## config.mk

```make
export PLATFORM = sky130hd
export DESIGN_NAME = fir_band_scheduler
export DESIGN_NICKNAME = d
export VERILOG_FILES = /design/src/rtl/eq_pkg.sv /design/src/rtl/eq_mac_unit.sv /design/src/rtl/fir_band_scheduler.sv
export SDC_FILE = /design/constraint.sdc
export NUM_CORES = 2
export LEC_CHECK = 0
export BUFFER_PORTS_ARGS = -buffer_cell sky130_fd_sc_hd__buf_2
export CORE_AREA = 2 2 328 265
export DETAILED_ROUTE_END_ITERATION = 6
export DIE_AREA = 0 0 330 267
export PLACE_DENSITY = 0.81
export SYNTH_ARGS = -nofsm -noshare
export SYNTH_HDL_FRONTEND = slang
export SYNTH_SLANG_ARGS = --single-unit
```

## constraint.sdc

```tcl
create_clock -name clk -period 14.6 [get_ports clk]
set_input_delay 2.19 -clock clk [delete_from_list [all_inputs] [get_ports clk]]
set_output_delay 2.19 -clock clk [all_outputs]
set_load 0.005 [all_outputs]
```

## src/rtl/eq_pkg.sv

```systemverilog
// Shared equalizer types, widths and the saturating output scaler.
// Imported by the band scheduler, its MAC and the band-gain mixer.
package eq_pkg;

  localparam int DW = 24;
  localparam int CW = 12;
  localparam int CFRAC = 11;
  localparam int N_TAPS_DEF = 31;
  localparam int N_BANDS_DEF = 3;
  localparam int PW = DW + CW;
  localparam int AW = PW + $clog2(N_TAPS_DEF);

  typedef enum logic [1:0] {
    IDLE,
    RUN,
    FLUSH,
    EMIT
  } fsm_state_t;

  typedef struct packed {
    logic [DW-1:0] data;
    logic          sat;
  } sat_res_t;

  localparam logic signed [AW-1:0] SMAX =
    AW'((1 << (DW - 1)) - 1);
  localparam logic signed [AW-1:0] SMIN = ~SMAX;

  // Floor-shift out the coefficient fraction, then clip to DW.
  function automatic sat_res_t sat_shift(
    input logic signed [AW-1:0] a
  );
    logic signed [AW-1:0] r;
    sat_res_t o;
    r = a >>> CFRAC;
    o.sat = 1'b1;
    if (r > SMAX) begin
      o.data = SMAX[DW-1:0];
    end else if (r < SMIN) begin
      o.data = SMIN[DW-1:0];
    end else begin
      o.data = r[DW-1:0];
      o.sat = 1'b0;
    end
    return o;
  endfunction

endpackage

```

## src/rtl/eq_mac_unit.sv

```systemverilog
// Shared multiply-accumulate: sample register, accumulator,
// and a result register holding the scaled, saturated band sum.
module eq_mac_unit
  import eq_pkg::*;
(
  input  logic          clk,
  input  logic          rst_n,
  input  logic          smp_ld,
  input  logic [DW-1:0] smp_in,
  input  logic [CW-1:0] coef_data,
  input  logic          acc_clr,
  input  logic          res_ld,
  output logic [DW-1:0] res_data,
  output logic          res_sat
);

  logic [DW-1:0] smp_q;
  logic rd_d;
  logic signed [AW-1:0] acc;
  logic signed [AW-1:0] acc_nxt;
  logic signed [PW-1:0] prod;
  sat_res_t res;

  assign prod =
    $signed({{CW{smp_q[DW-1]}}, smp_q}) *
    $signed({{DW{coef_data[CW-1]}}, coef_data});

  assign acc_nxt = rd_d
    ? acc + {{(AW-PW){prod[PW-1]}}, prod}
    : acc;

  assign res = sat_shift(acc_nxt);

  // rd_d follows the read strobe even when frozen, so a read
  // issued just before a stall still lands in the accumulator.
  always_ff @(posedge clk or negedge rst_n) begin
    if (!rst_n) begin
      smp_q <= '0;
      rd_d <= 1'b0;
      acc <= '0;
      res_data <= '0;
      res_sat <= 1'b0;
    end else begin
      rd_d <= smp_ld;
      if (smp_ld) smp_q <= smp_in;
      if (acc_clr) acc <= '0;
      else acc <= acc_nxt;
      if (res_ld) begin
        res_data <= res.data;
        res_sat <= res.sat;
      end
    end
  end

endmodule

```

## src/rtl/fir_band_scheduler.sv

```systemverilog
// Runs every equalizer band FIR through one shared MAC: history
// buffer, coefficient address sequencing and band-ordered results.
module fir_band_scheduler
  import eq_pkg::*;
#(
  parameter int N_TAPS = N_TAPS_DEF,
  parameter int N_BANDS = N_BANDS_DEF,
  localparam int AAW = $clog2(N_BANDS * N_TAPS),
  localparam int BW = (N_BANDS > 1) ? $clog2(N_BANDS) : 1
) (
  input  logic           clk,
  input  logic           rst_n,
  input  logic           enable,
  input  logic [DW-1:0]  in_data,
  input  logic           in_valid,
  output logic           in_ready,
  output logic [AAW-1:0] coef_addr,
  output logic           coef_rd,
  input  logic [CW-1:0]  coef_data,
  output logic [DW-1:0]  out_data,
  output logic [BW-1:0]  out_band,
  output logic           out_sat,
  output logic           out_valid,
  input  logic           out_ready
);

  localparam int TW = $clog2(N_TAPS);
  localparam logic [TW-1:0] TLAST = TW'(N_TAPS - 1);
  localparam logic [BW-1:0] BLAST = BW'(N_BANDS - 1);

  fsm_state_t state;
  logic [TW-1:0] wr_ptr;
  logic [TW-1:0] base;
  logic [TW-1:0] tap;
  logic [TW-1:0] rd_idx;
  logic [BW-1:0] band;
  logic [DW-1:0] hist [N_TAPS];
  logic run_c;

  assign run_c = enable && (state == RUN);
  assign in_ready = enable && (state == IDLE);
  assign coef_rd = run_c;
  assign coef_addr =
    AAW'(int'(band) * N_TAPS + int'(tap));

  // Tap t looks t samples back from the newest one.
  assign rd_idx = (base >= tap)
    ? base - tap
    : base + TW'(N_TAPS) - tap;

  always_ff @(posedge clk or negedge rst_n) begin
    if (!rst_n) begin
      state <= IDLE;
      wr_ptr <= '0;
      base <= '0;
      band <= '0;
      tap <= '0;
      out_valid <= 1'b0;
      out_band <= '0;
      for (int i = 0; i < N_TAPS; i++) hist[i] <= '0;
    end else if (enable) begin
      unique case (state)
        IDLE: begin
          if (in_valid) begin
            hist[wr_ptr] <= in_data;
            base <= wr_ptr;
            band <= '0;
            tap <= '0;
            state <= RUN;
          end
        end
        RUN: begin
          if (tap == TLAST) state <= FLUSH;
          else tap <= tap + TW'(1);
        end
        FLUSH: begin
          state <= EMIT;
          out_valid <= 1'b1;
          out_band <= band;
        end
        EMIT: begin
          if (out_ready) begin
            out_valid <= 1'b0;
            if (band != BLAST) begin
              band <= band + BW'(1);
              tap <= '0;
              state <= RUN;
            end else begin
              state <= IDLE;
              wr_ptr <= (wr_ptr == TLAST)
                ? '0 : wr_ptr + TW'(1);
            end
          end
        end
      endcase
    end
  end

  eq_mac_unit u_mac (
    .clk       (clk),
    .rst_n     (rst_n),
    .smp_ld    (coef_rd),
    .smp_in    (hist[rd_idx]),
    .coef_data (coef_data),
    .acc_clr   (run_c && (tap == '0)),
    .res_ld    (enable && (state == FLUSH)),
    .res_data  (out_data),
    .res_sat   (out_sat)
  );

endmodule

```

==> results.cfg <==
[global_route]
antenna_found_initial = 4
met2_usage_pct = 51.0
grt_pass1_wl_um = 236000
gr-total-overflow = 0
grt_pass1_vias = 43200
grt_usage_pct = 33.7
grt-busiest-layer = met2
use_met3_pct = 8.27
grt_use_met1_pct = 47.1
grt_max_degree = 199

[critical_path]
path_max_fanout = 19
endpoint_kind = flop
critPathSlowestCell = or2_1
startpoint_type = input pin
worstSetupPathType = in2reg
crit_path_max_incr_delay_ns = 0.77
worstPathArrival_ns = 12.09
r2r_setup_slack_ns = 4.37
worstPathRequired_ns = 15.19

[sta]
finalHoldViolations = 0
finClkSkew_ns = 0.0290
fin_tns_setup_ns = 0
worst_pin_slew_ns = 1.31
setup_viol = 0
finalCriticalPeriod_ns = 11.50
maxSlewViolCount = 0
layout_setup_ws_ns = 3.10
clock.fmax_ghz = 0.0870
relSlewSlack_pct = 12.3
rsz0062_at_grt = false
finalCritPeriodShare_pct = 78.7

[synth]
synth-main-ff-cell = dfrtp_1
ys_seq_area_share_pct = 39.1
syn-num-nets = 5721
ys.warnings.count = 0
synth_cell_types = 86
synth_edf_count = 0
synth_area_leader_cell = dfrtp_1
synth_area_per_cell_sq_um = 10.4
synthTopCellsByCount = dfrtp_1 (857), mux2_2 (746), o22ai_1 (619)
ys_ff_latch = 857
synth_top_area_share_pct = 39.1
netlist_area_sq_mm = 0.0548
yosysMostFrequentCell = dfrtp_1
synthTopCellsByArea = dfrtp_1 (39%), mux2_2 (15%), fa_1 (9.7%)
synthCells = 5270
synth-async-reset-ratio_pct = 100

[clock_tree]
clk_path_buf_depth = 3
cts_sinks = 857
cts_setup_buffers = 0
cts_tree = built
htreeDepth = 3
root_buffer = clkbuf_16
insertion_delay_ns = 0.69
clk_pin_slew_ns = 0.06
cts_resized = 0
cts_inserted_buffers = 87
ctsHoldBuffers = 0

[floorplan]
die_area_sq_mm = 0.0881
core_sq_mm = 0.0850
row_count = 96
die_width_um = 330
dieHeight_um = 267
initial_core_util_pct = 64.4
io_pins = 78

[detailed_routing]
drcViolationCount = 4
drt_iter0_markers = 4984
wirelength_um = 148000
vias = 42900
drt_pass1_iterations = 7
ant_nets = 0
routedWlPerCell_um = 23.8
routed_via_density = 6.89

[job]
cap_viol_max_count = 0

[finish]
drive_gt1_share_pct = 21.8
final_nets = 5475
post-route-util_pct = 68.9
syn_to_final_growth_pct = 7.03

[status]
outcome = finished, violations left
violations = DRC

[place]
gp_congestion = 0.929
portBuffers = 77
place_ws_ns = 2.64
hpwl_um = 89500

[worst_hold_path]
hold_class = reg2reg
## cells in the final DEF (no fill, tap or decap), types with 13 or more instances in the layout
master       n
dfrtp_1    856
mux2_2     746
o22ai_1    619
inv_1      382
nand2_1    275
fa_1       266
nor3_1     226
nor2_1     206
o21ai_0    175
ha_1       143
a21oi_1     99
clkbuf_16   88
and2_1      80
buf_2       76
o221ai_1    75
or3_1       75
xnor2_1     54
a221oi_1    50
buf_4       44
a21o_1      43
a211oi_1    40
mux2i_1     33
o211ai_1    27
o31a_1      26
a311o_1     24
o311ai_0    23
nor2_4      21
nand3_1     20
clkinv_2    19
o21bai_1    17
xor2_1      15
clkbuf_8    15
nor2b_1     14
nand4_1     13
o21a_1      13
bufinv_16   13
## routing by layer
metal  wire (um)  vias to the layer above
li1            -                    18600
met3       15400                      407
met2       66500                     2229
met1       60800                    21700
met4        5490                        4
met5          15                        -
## sequential cells by signal (all words and copies together), names as in the netlist
name            cells
out_valid           1
out_band            2
wr_ptr              5
state               2
u_mac.rd_d          1
u_mac.res_sat       1
tap                 5
u_mac.res_data     24
hist              744
band                2
base                5
u_mac.acc          41
u_mac.smp_q        24
## per-stage QoR
stage               hold WS (ns)  cells  cell area, sq um
floorplan                  0.452   5270             54800
global placement           0.454   6062             55500
detailed placement         0.463   6062             55500
CTS                        0.477   6223             58600
global route               0.495   6224             58600
finish                     0.478   6224             58600
## critical path, delay by kind of cell
family | cells | cell delay (ns)
adder cells (fa/ha/maj) | 7 | 3.08
buffers and inverters | 4 | 0.83
AO/OA/AOI/OAI | 12 | 3.01
AND/OR/NAND/NOR | 10 | 2.59
XOR/XNOR | 2 | 0.33
## worst paths after layout
path | from | end | depth (start not counted)
worst max-delay path | coef_data[11] | u_mac.res_data[4] | 35
worst min-delay path | out_band[1] | out_band[1] | 2
worst max register to register | u_mac.smp_q[2] | u_mac.res_data[4] | 34
worst min register to register | out_band[1] | out_band[1] | 2
max in group asynchronous | rst_n | u_mac.rd_d | 3
min in group asynchronous | rst_n | hist[397] | 1
## layout make-up
| type | count | area (sq um) |
|---|---|---|
| Multi-Input combinational cell | 3566 | 30400 |
| Inverter | 385 | 1450 |
| Sequential cell | 857 | 21400 |
| Tap cell | 1127 | 1410 |
| Clock buffer | 112 | 2440 |
| Timing Repair Buffer | 127 | 846 |
| Clock inverter | 49 | 659 |
| Fill cell | 6077 | 26400 |
| Antenna cell | 1 | 2.50 |
## logic make-up after synthesis
logic type	count (synthesis)	share of synthesized area, %
flip-flops	857	39.1
AND/OR/NAND/NOR	992	8.53
buffers and inverters	847	5.90
XOR/XNOR	72	1.19
adder cells (fa/ha/maj)	410	13.0
AO/OA/AOI/OAI	1311	16.2
multiplexers	781	16.0
Power is left out: the tool's default activity adds up to more than one toggle a clock period on the data nets, which glitch-free logic cannot reach.
